[src/rtl/seq_det_pkg.sv]
// seq_det_pkg: shared types and helpers for the parametrised sequence detector
package seq_det_pkg;
  typedef enum logic {NON_OVERLAP = 1'b0, OVERLAP = 1'b1} mode_e;
  function automatic int len_w(input int pat_w);
    return $clog2(pat_w + 1);
  endfunction
  function automatic int clamp_len(input int len, input int pat_w);
    return len < 1 ? 1 : len > pat_w ? pat_w : len;
  endfunction
endpackage

[src/rtl/seq_det_match_cnt.sv]
// seq_det_match_cnt: saturating match counter with synchronous clear
module seq_det_match_cnt #(
  parameter int W = 8
) (
  input  logic         clk,
  input  logic         reset,
  input  logic         clr,
  input  logic         inc,
  output logic [W-1:0] count
);
  logic [W-1:0] count_q, count_d;
  always_comb count_d = clr ? '0 : (inc && !(&count_q)) ? count_q + W'(1) : count_q;
  always_ff @(posedge clk) count_q <= reset ? '0 : count_d;
  assign count = count_q;
endmodule

[src/rtl/seq_detector_param.sv]
// seq_detector_param: runtime-programmable Mealy serial-pattern detector with match counter
module seq_detector_param
  import seq_det_pkg::*;
#(
  parameter int PAT_W = 4,
  parameter logic [PAT_W-1:0] PAT_DEFAULT = PAT_W'(4'b1101),
  parameter int CNT_W = 8,
  localparam int LW = len_w(PAT_W)
) (
  input  logic             clk,
  input  logic             reset,
  input  logic             in,
  input  logic             in_valid,
  input  logic             cfg_load,
  input  logic [PAT_W-1:0] cfg_pattern,
  input  logic [LW-1:0]    cfg_len,
  input  logic             cfg_overlap,
  input  logic             cnt_clr,
  output logic             out,
  output logic [CNT_W-1:0] match_count,
  output logic [PAT_W-1:0] pattern_q,
  output logic [LW-1:0]    len_q
);
  logic [PAT_W-1:0] hist_q, hist_d, pattern_d, seq, mask;
  logic [LW-1:0] fill_q, fill_d, len_d;
  mode_e overlap_q, overlap_d;
  logic take;
  always_comb begin
    seq = {hist_q[PAT_W-2:0], in};
    mask = ~({PAT_W{1'b1}} << len_q);
    take = in_valid && !cfg_load && !reset;
    out = take && (int'(fill_q) >= int'(len_q) - 1) && (((seq ^ pattern_q) & mask) == '0);
    hist_d = take ? seq : hist_q;
    fill_d = cfg_load ? '0 : !take ? fill_q : (out && overlap_q == NON_OVERLAP) ? '0 :
             fill_q == LW'(PAT_W) ? fill_q : fill_q + LW'(1);
    pattern_d = cfg_load ? cfg_pattern : pattern_q;
    len_d = cfg_load ? LW'(clamp_len(int'(cfg_len), PAT_W)) : len_q;
    overlap_d = cfg_load ? mode_e'(cfg_overlap) : overlap_q;
  end
  always_ff @(posedge clk) begin
    if (reset) begin
      hist_q <= '0;
      fill_q <= '0;
      pattern_q <= PAT_DEFAULT;
      len_q <= LW'(PAT_W);
      overlap_q <= OVERLAP;
    end else begin
      hist_q <= hist_d;
      fill_q <= fill_d;
      pattern_q <= pattern_d;
      len_q <= len_d;
      overlap_q <= overlap_d;
    end
  end
  seq_det_match_cnt #(.W(CNT_W)) u_cnt (
    .clk(clk),
    .reset(reset),
    .clr(cnt_clr),
    .inc(out),
    .count(match_count)
  );
endmodule
[config.mk]
export PLATFORM = sky130hd
export DESIGN_NAME = seq_detector_param
export DESIGN_NICKNAME = d
export VERILOG_FILES = /design/src/rtl/seq_det_pkg.sv /design/src/rtl/seq_det_match_cnt.sv /design/src/rtl/seq_detector_param.sv
export SDC_FILE = /design/constraint.sdc
export NUM_CORES = 1
export LEC_CHECK = 0
export ABC_AREA = 1
export CAP_MARGIN = 20
export CELL_PAD_IN_SITES_DETAIL_PLACEMENT = 1
export CELL_PAD_IN_SITES_GLOBAL_PLACEMENT = 1
export CORE_ASPECT_RATIO = 0.7
export CORE_MARGIN = 2
export CORE_UTILIZATION = 36
export CTS_BUF_LIST = sky130_fd_sc_hd__clkbuf_8
export DETAILED_ROUTE_END_ITERATION = 8
export PLACE_DENSITY = 0.81
export SYNTH_ARGS = -nofsm -noshare
export SYNTH_HDL_FRONTEND = slang
export SYNTH_SLANG_ARGS = --single-unit
[constraint.sdc]
create_clock -name clk -period 2.1 [get_ports clk]
set_input_delay 0.42 -clock clk [delete_from_list [all_inputs] [get_ports clk]]
set_output_delay 0.42 -clock clk [all_outputs]
set_load 0.005 [all_outputs]
==> metrics.txt, run 1 <==
CTS Buf Count 3; Ports 30; most numerous cell in the Yosys netlist nand2_1; simple-gate area share of the yosys netlist 28.0%; Synth warnings 0; worst-margin pin slew 0.329 ns; crit-path max FO 4; worst vdd ir 0.000215 V; Compound-Gate Fraction of Synth Area 11.3%; Hold Slack 0.490 ns; synth top area cells dfxtp_1, nand2_1, ha_1; Avg Cell Area, Syn 7.50 um2; fmax 461 MHz; GP Congestion 0.765; EDFF count, synth 0; CP required 1.68 ns; final WL 3710 um; final critical-path required period 2.17 ns; fin. max-slew vios 0; clock skew 0.00229 ns; number of global-route vias before repair 1,335; Startpoint Class register; largest family of logic cells by synthesized area simple AND/OR/NAND/NOR gates; final cycle utilization of the critical path 103%; drt pass-1 iters 4; ys flop type dfxtp_1; kind of critical path reg2out; critical path's top delay family adder cells; final std cells w/o fill 241; Vias per Instance 5.11; die area 3860 um2; antenna cells 0; Detailed Route Iter0 Violations 28; die width 73.4 um; Yosys top cell area share 36.3%; Starting Density 38.1%; Clock Sinks 22; post-synthesis adder-cell area fraction 9.27%; worst setup margin -0.0686 ns; final net count 227; Critical Path, Cell by Cell clkinv_4 > ha_4 > ha_4 > o21ai_2 > nand2_1 > nand2_1 > nand2_2 > and2_4 > buf_6; Area growth syn-to-layout 44.2%; Static Leak 0.000738 uW; max cap viols 0; IO buf count 29; Synth cell types 28; wire per inst 15.4 um; Power Dens Cells 509 nW/um2; RSZ-0062 raised after global routing true; status finished with violations; Yosys top cell by area dfxtp_1; Mapped Nets 185; CTS tree built; mapped cell area 1210 um2; largest net degree at the start of global routing 13; vias after detailed routing 1,231; final setup violating endpoints 1; htree depth 1; cell at the slowest stage of the critical path dfxtp_2; DPL Wire Length 2870 um; mux cell area share after synthesis 0%; detailed-route DRC error count 0; Buffers & Inverters on Critical Path 2; Overall Global Routing Usage 21.4%; clk_lat worst skew 0.27 ns; failing checks setup timing; Synth Area in XOR/XNOR 5.77%; Core Box Area 3190 um2; Worst-path clk slew 0.08 ns; antenna violations before repair 0; post-route ant nets 0; Post-synth ARST share 0%; share of cells above drive strength 1 20.7%; hold crit path type reg2reg; Synth Instances 162; register area share after synthesis 36.3%; Layout fillers 393; CP max stage delay 0.36 ns; Util after Layout 54.9%; Synth Register Bits 22; WP data arrival 1.75 ns; relative slew slack 78.0%; TNS Setup -0.0686 ns; Clk Tree Root Cell clkbuf_8; Final Hold Vio Count 0; Chip Height 52.6 um; dpl ws -0.359 ns; Max Root-Sink Buffers 2; Critical Path End Type output port; global-route wire length before repair 6240 um; total gr overflow 0; # placed instances 236; Site Rows 17; Synth top cells by count nand2_1, dfxtp_1, a21oi_1, inv_1, nand3_1
## sequential cells by signal, summed over array words and instances (netlist names)
name	flops
hist_q	3
fill_q	3
u_cnt.count	8
len_q	3
pattern_q	4
overlap_q	1
## kinds of logic after synthesis
| family | count (synthesis) |
|---|---|
| and+or+nand+nor | 72 |
| buffers and inverters | 26 |
| AOI/OAI and AO/OA | 25 |
| DFF | 22 |
| adders and majority gates | 9 |
| xor gates and xnor gates | 8 |
## per-layer routing
metal | track usage [%] | up-vias | share of wire, %
li1 | - | 607 | -
met1 | 26.4 | 593 | 48
met2 | 37.5 | 25 | 48
met3 | 5.00 | 6 | 3.2
met4 | 6.06 | 0 | 1.0
met5 | 0 | - | 0
## area by class of cell
type	count	area [um2]	area share, %
well taps	38	47.5	2.71
flip-flops and latches	22	443	25.3
inverters	23	91.3	5.21
clock buffers	4	55.1	3.14
repair buffers	40	374	21.4
multi-input cells	114	741	42.3
## power breakdown
part	switching (uW)	internal [uW]	total, uW
clock	148	168	316
combinational	62.8	75.4	138
sequential	9.80	428	438
total	221	671	892
## tightest hold or removal path: stages (launching register included)
cell	delay, ns
dfxtp_1	0.30
inv_1	0.08
a21oi_1	0.06
## per-stage QoR
stage	total power (uW)	cell area, um2
after global placement	557	1600
after CTS	886	1710
final	892	1750
after detailed placement	564	1600
after global routing	926	1750
after floorplan	492	1210
## timing repair
item,in CTS,in global routing
gates resized for setup,13,8
pin swaps,4,4
hold buffers,0,0
setup endpoints to repair,5,4
buffers inserted,1,0
## final timing paths
check / slack, ns / startpoint / to / cells past startpoint
worst max-delay path: -0.07 / len_q[0] / out / 9
worst min-delay path: 0.49 / overlap_q / overlap_q / 2
worst max register to register: 0.11 / len_q[0] / fill_q[2] / 14
worst min register to register: 0.49 / overlap_q / overlap_q / 2
## layout by cell type, fill, tap and decap left out, types with 2 or more instances in the layout
cell type        instances
nor2_1                   7
inv_2                    6
nand2_1                 35
dfxtp_2                  2
nand2_2                  2
buf_4                   11
xnor2_1                  4
a21oi_1                 15
nand2_4                  2
inv_1                   15
nand3_1                 14
ha_4                     4
clkdlybuf4s50_1         28
o21ai_0                  4
xor2_1                   3
ha_1                     4
clkbuf_8                 4
o31ai_1                  3
dfxtp_1                 20
nand4_1                  4
(Power assumes the default switching activity.)
==> run 2, diff against run 1 <==
--- a/config.mk
+++ b/config.mk
@@ -6,7 +6,7 @@
 export NUM_CORES = 1
 export LEC_CHECK = 0
 export ABC_AREA = 1
-export CAP_MARGIN = 20
+export CAP_MARGIN = 30
 export CELL_PAD_IN_SITES_DETAIL_PLACEMENT = 1
 export CELL_PAD_IN_SITES_GLOBAL_PLACEMENT = 1
 export CORE_ASPECT_RATIO = 0.7
==> results of run 2 <==
No change in the layout: final DEF, timing and power equal those of run 1.
==> run 3, diff against run 2 <==
--- a/config.mk
+++ b/config.mk
@@ -11,10 +11,11 @@
 export CELL_PAD_IN_SITES_GLOBAL_PLACEMENT = 1
 export CORE_ASPECT_RATIO = 0.7
 export CORE_MARGIN = 2
-export CORE_UTILIZATION = 36
+export CORE_UTILIZATION = 32
 export CTS_BUF_LIST = sky130_fd_sc_hd__clkbuf_8
 export DETAILED_ROUTE_END_ITERATION = 8
-export PLACE_DENSITY = 0.81
+export PLACE_DENSITY = 0.76
+export RECOVER_POWER = 100
 export SYNTH_ARGS = -nofsm -noshare
 export SYNTH_HDL_FRONTEND = slang
 export SYNTH_SLANG_ARGS = --single-unit
==> constraint.sdc (replaced) <==
create_clock -name clk -period 1.95 [get_ports clk]
set_input_delay 0.39 -clock clk [delete_from_list [all_inputs] [get_ports clk]]
set_output_delay 0.39 -clock clk [all_outputs]
set_load 0.005 [all_outputs]
==> run 3 against run 2 <==
  * The flow still finishes with violations (setup timing)
  * Non-clock buffer count increased by 1
  * Sequential power increased by 7.3%
  * Design area up 0.57%
  * Critical endpoint unchanged
  * First-iteration DRC count fell by 11%
  * Register-to-register slack got worse by 0.08 ns
  * Largest cell class unchanged
  * Routed wire length fell by 6.3%
==> metrics.txt, run 3 (synthesis gave the netlist of run 1 again) <==
final critical-path required period 2.06 ns; status finished with violations; worst vdd ir 0.000318 V (+48%); die width 77.6 um (+5.7%); clock power share 35.3% (about the same); GP Congestion 0.793 (+3.7%); Starting Density 33.9% (-4.2 points); DPL Wire Length 2840 um (-1.1%); Static Leak 0.000762 uW (+3.3%); Logic pwr share 14.8% (-0.7 points); number of global-route vias before repair 1,181 (-12%); final setup violating endpoints 1 (unchanged); Vias per Instance 4.76 (-6.7%); Int Power 716 uW (+6.7%); hold crit path type reg2reg; largest net degree at the start of global routing 13 (unchanged); antenna violations before repair 0 (unchanged); total gr overflow 0 (unchanged); Clock Sinks 22 (unchanged); commonest cells after routing, fill and taps aside nand2_1, dfxtp_1; max reg flops 8 (unchanged); final net count 228 (+0.44%); Site Rows 18 (+1); Setup Fix Bufs, Post-CTS 0 (-1); worst-margin pin slew 0.462 ns (+0.133 ns); wire per inst 13.7 um (-11%); Critical Path End Type output port; Sw Share 24.1% (-0.71 points); CTS Buf Count 3 (unchanged); CP max stage delay 0.37 ns (about the same); drt pass-1 iters 4 (unchanged); Worst-path clk slew 0.08 ns (about the same); antenna cells 0 (unchanged); Area growth syn-to-layout 45.0%; Clk Tree Root Cell clkbuf_8; IO buf count 29 (unchanged); share of cells above drive strength 1 17.2% (-3.5 points); Power Dens Cells 535 nW/um2 (+5.1%); final cycle utilization of the critical path 106%; CTS tree built; TNS Setup -0.115 ns (-0.0461 ns); die area 4310 um2 (+12%); post-route ant nets 0 (unchanged); Overall Global Routing Usage 16.8% (-4.7 points); kind of critical path reg2out; switching power total 227 uW (+2.7%); failing checks setup timing; fmax 484 MHz; Startpoint Class register; clock skew 0.00301 ns (+0.000716 ns); Detailed Route Iter0 Violations 25 (-11%); max cap viols 0 (unchanged); detailed-route DRC error count 0 (unchanged); Hold Slack 0.462 ns (-0.0288 ns); relative slew slack 69.2% (-8.8 points); Layout fillers 442 (+12%); CP required 1.56 ns (-0.12 ns); worst setup margin -0.115 ns (-0.0461 ns); cell at the slowest stage of the critical path dfxtp_4; clk_lat worst skew 0.26 ns (about the same); FF/Latch Area 444 um2 (+0.28%); Critical Path, Cell by Cell clkinv_4 > ha_4 > ha_4 > o21ai_2 > nand2_1 > nand2_1 > nand2_1 > and2_4 > buf_6; Chip Height 55.6 um (+5.6%); fin. max-slew vios 0 (unchanged); Core Box Area 3580 um2 (+12%); global-route wire length before repair 5750 um (-7.9%); Final Hold Vio Count 0 (unchanged); RSZ-0062 raised after global routing true; multi-input combinational cell area 734 um2 (-0.84%); Max Root-Sink Buffers 2 (unchanged); commonest non-fill, non-tap cell in the layout nand2_1; vias after detailed routing 1,210 (-1.7%); WP data arrival 1.67 ns (-0.08 ns); Ports 30 (unchanged); crit-path most repeated cell nand2_1; htree depth 1 (unchanged); crit-path max FO 4 (unchanged); sequential power share 49.9% (+0.8 points); final WL 3480 um (-6.3%)
[run 3: critical path, delay by kind of cell (launching register included)]
kind,cells,cell delay (ns)
fa+ha+maj,2,0.51
flops,1,0.37
simple gates,4,0.33
buf+inv,2,0.16
compound gates,1,0.04
[run 3: path summary, 6_finish.rpt]
| check | start | to | slack, ns | cells after the start |
|---|---|---|---|---|
| worst max-delay path | len_q[0] | out | -0.11 | 9 |
| worst min-delay path | overlap_q | overlap_q | 0.46 | 2 |
| worst max register to register | len_q[0] | fill_q[1] | 0.03 | 13 |
| worst min register to register | overlap_q | overlap_q | 0.46 | 2 |
[run 3: power groups by stage]
stage / Clock (uW) / Combinational [uW] / Sequential, uW
final: 333 / 139 / 470
after global routing: 366 / 155 / 472
after CTS: 348 / 142 / 471
after detailed placement: 0 / 128 / 481
after global placement: 0 / 123 / 480
after floorplan: 0 / 50.5 / 480
[run 3: cell type report]
type                       instances  area share [%]
inverter                          23            5.18
sequential                        22            25.2
clock buffer                       4            3.12
multi-input combinational        114            41.7
tap                               50            3.55
timing repair buffer              41            21.2
[run 3: what timing repair did]
action / in CTS / in global routing
gates resized for setup: 15 / 4
hold buffers: 0 / 0
pin swaps: 6 / 3
setup endpoints to repair: 12 / 12
[run 3: layer usage]
metal  share of wire, %  GRT usage [%]  wire, um
met1                 49           24.1      1720
met2                 46           26.1      1580
met4               0.98           1.53        34
met3                4.0           4.41       140
met5                  0              0         0
[run 3: metrics by stage]
step / area [um2] / worst slack (ns) / util, % / total power, uW / cells
global route: 1760 / -0.210 / 49.2 / 993 / 254
detailed placement: 1630 / -0.442 / 45.5 / 609 / 250
finish: 1760 / -0.115 / 49.2 / 943 / 254
floorplan: 1210 / 0.00584 / - / 530 / 162
CTS: 1750 / -0.149 / 49.0 / 961 / 254
global placement: 1630 / -0.412 / 45.5 / 603 / 250
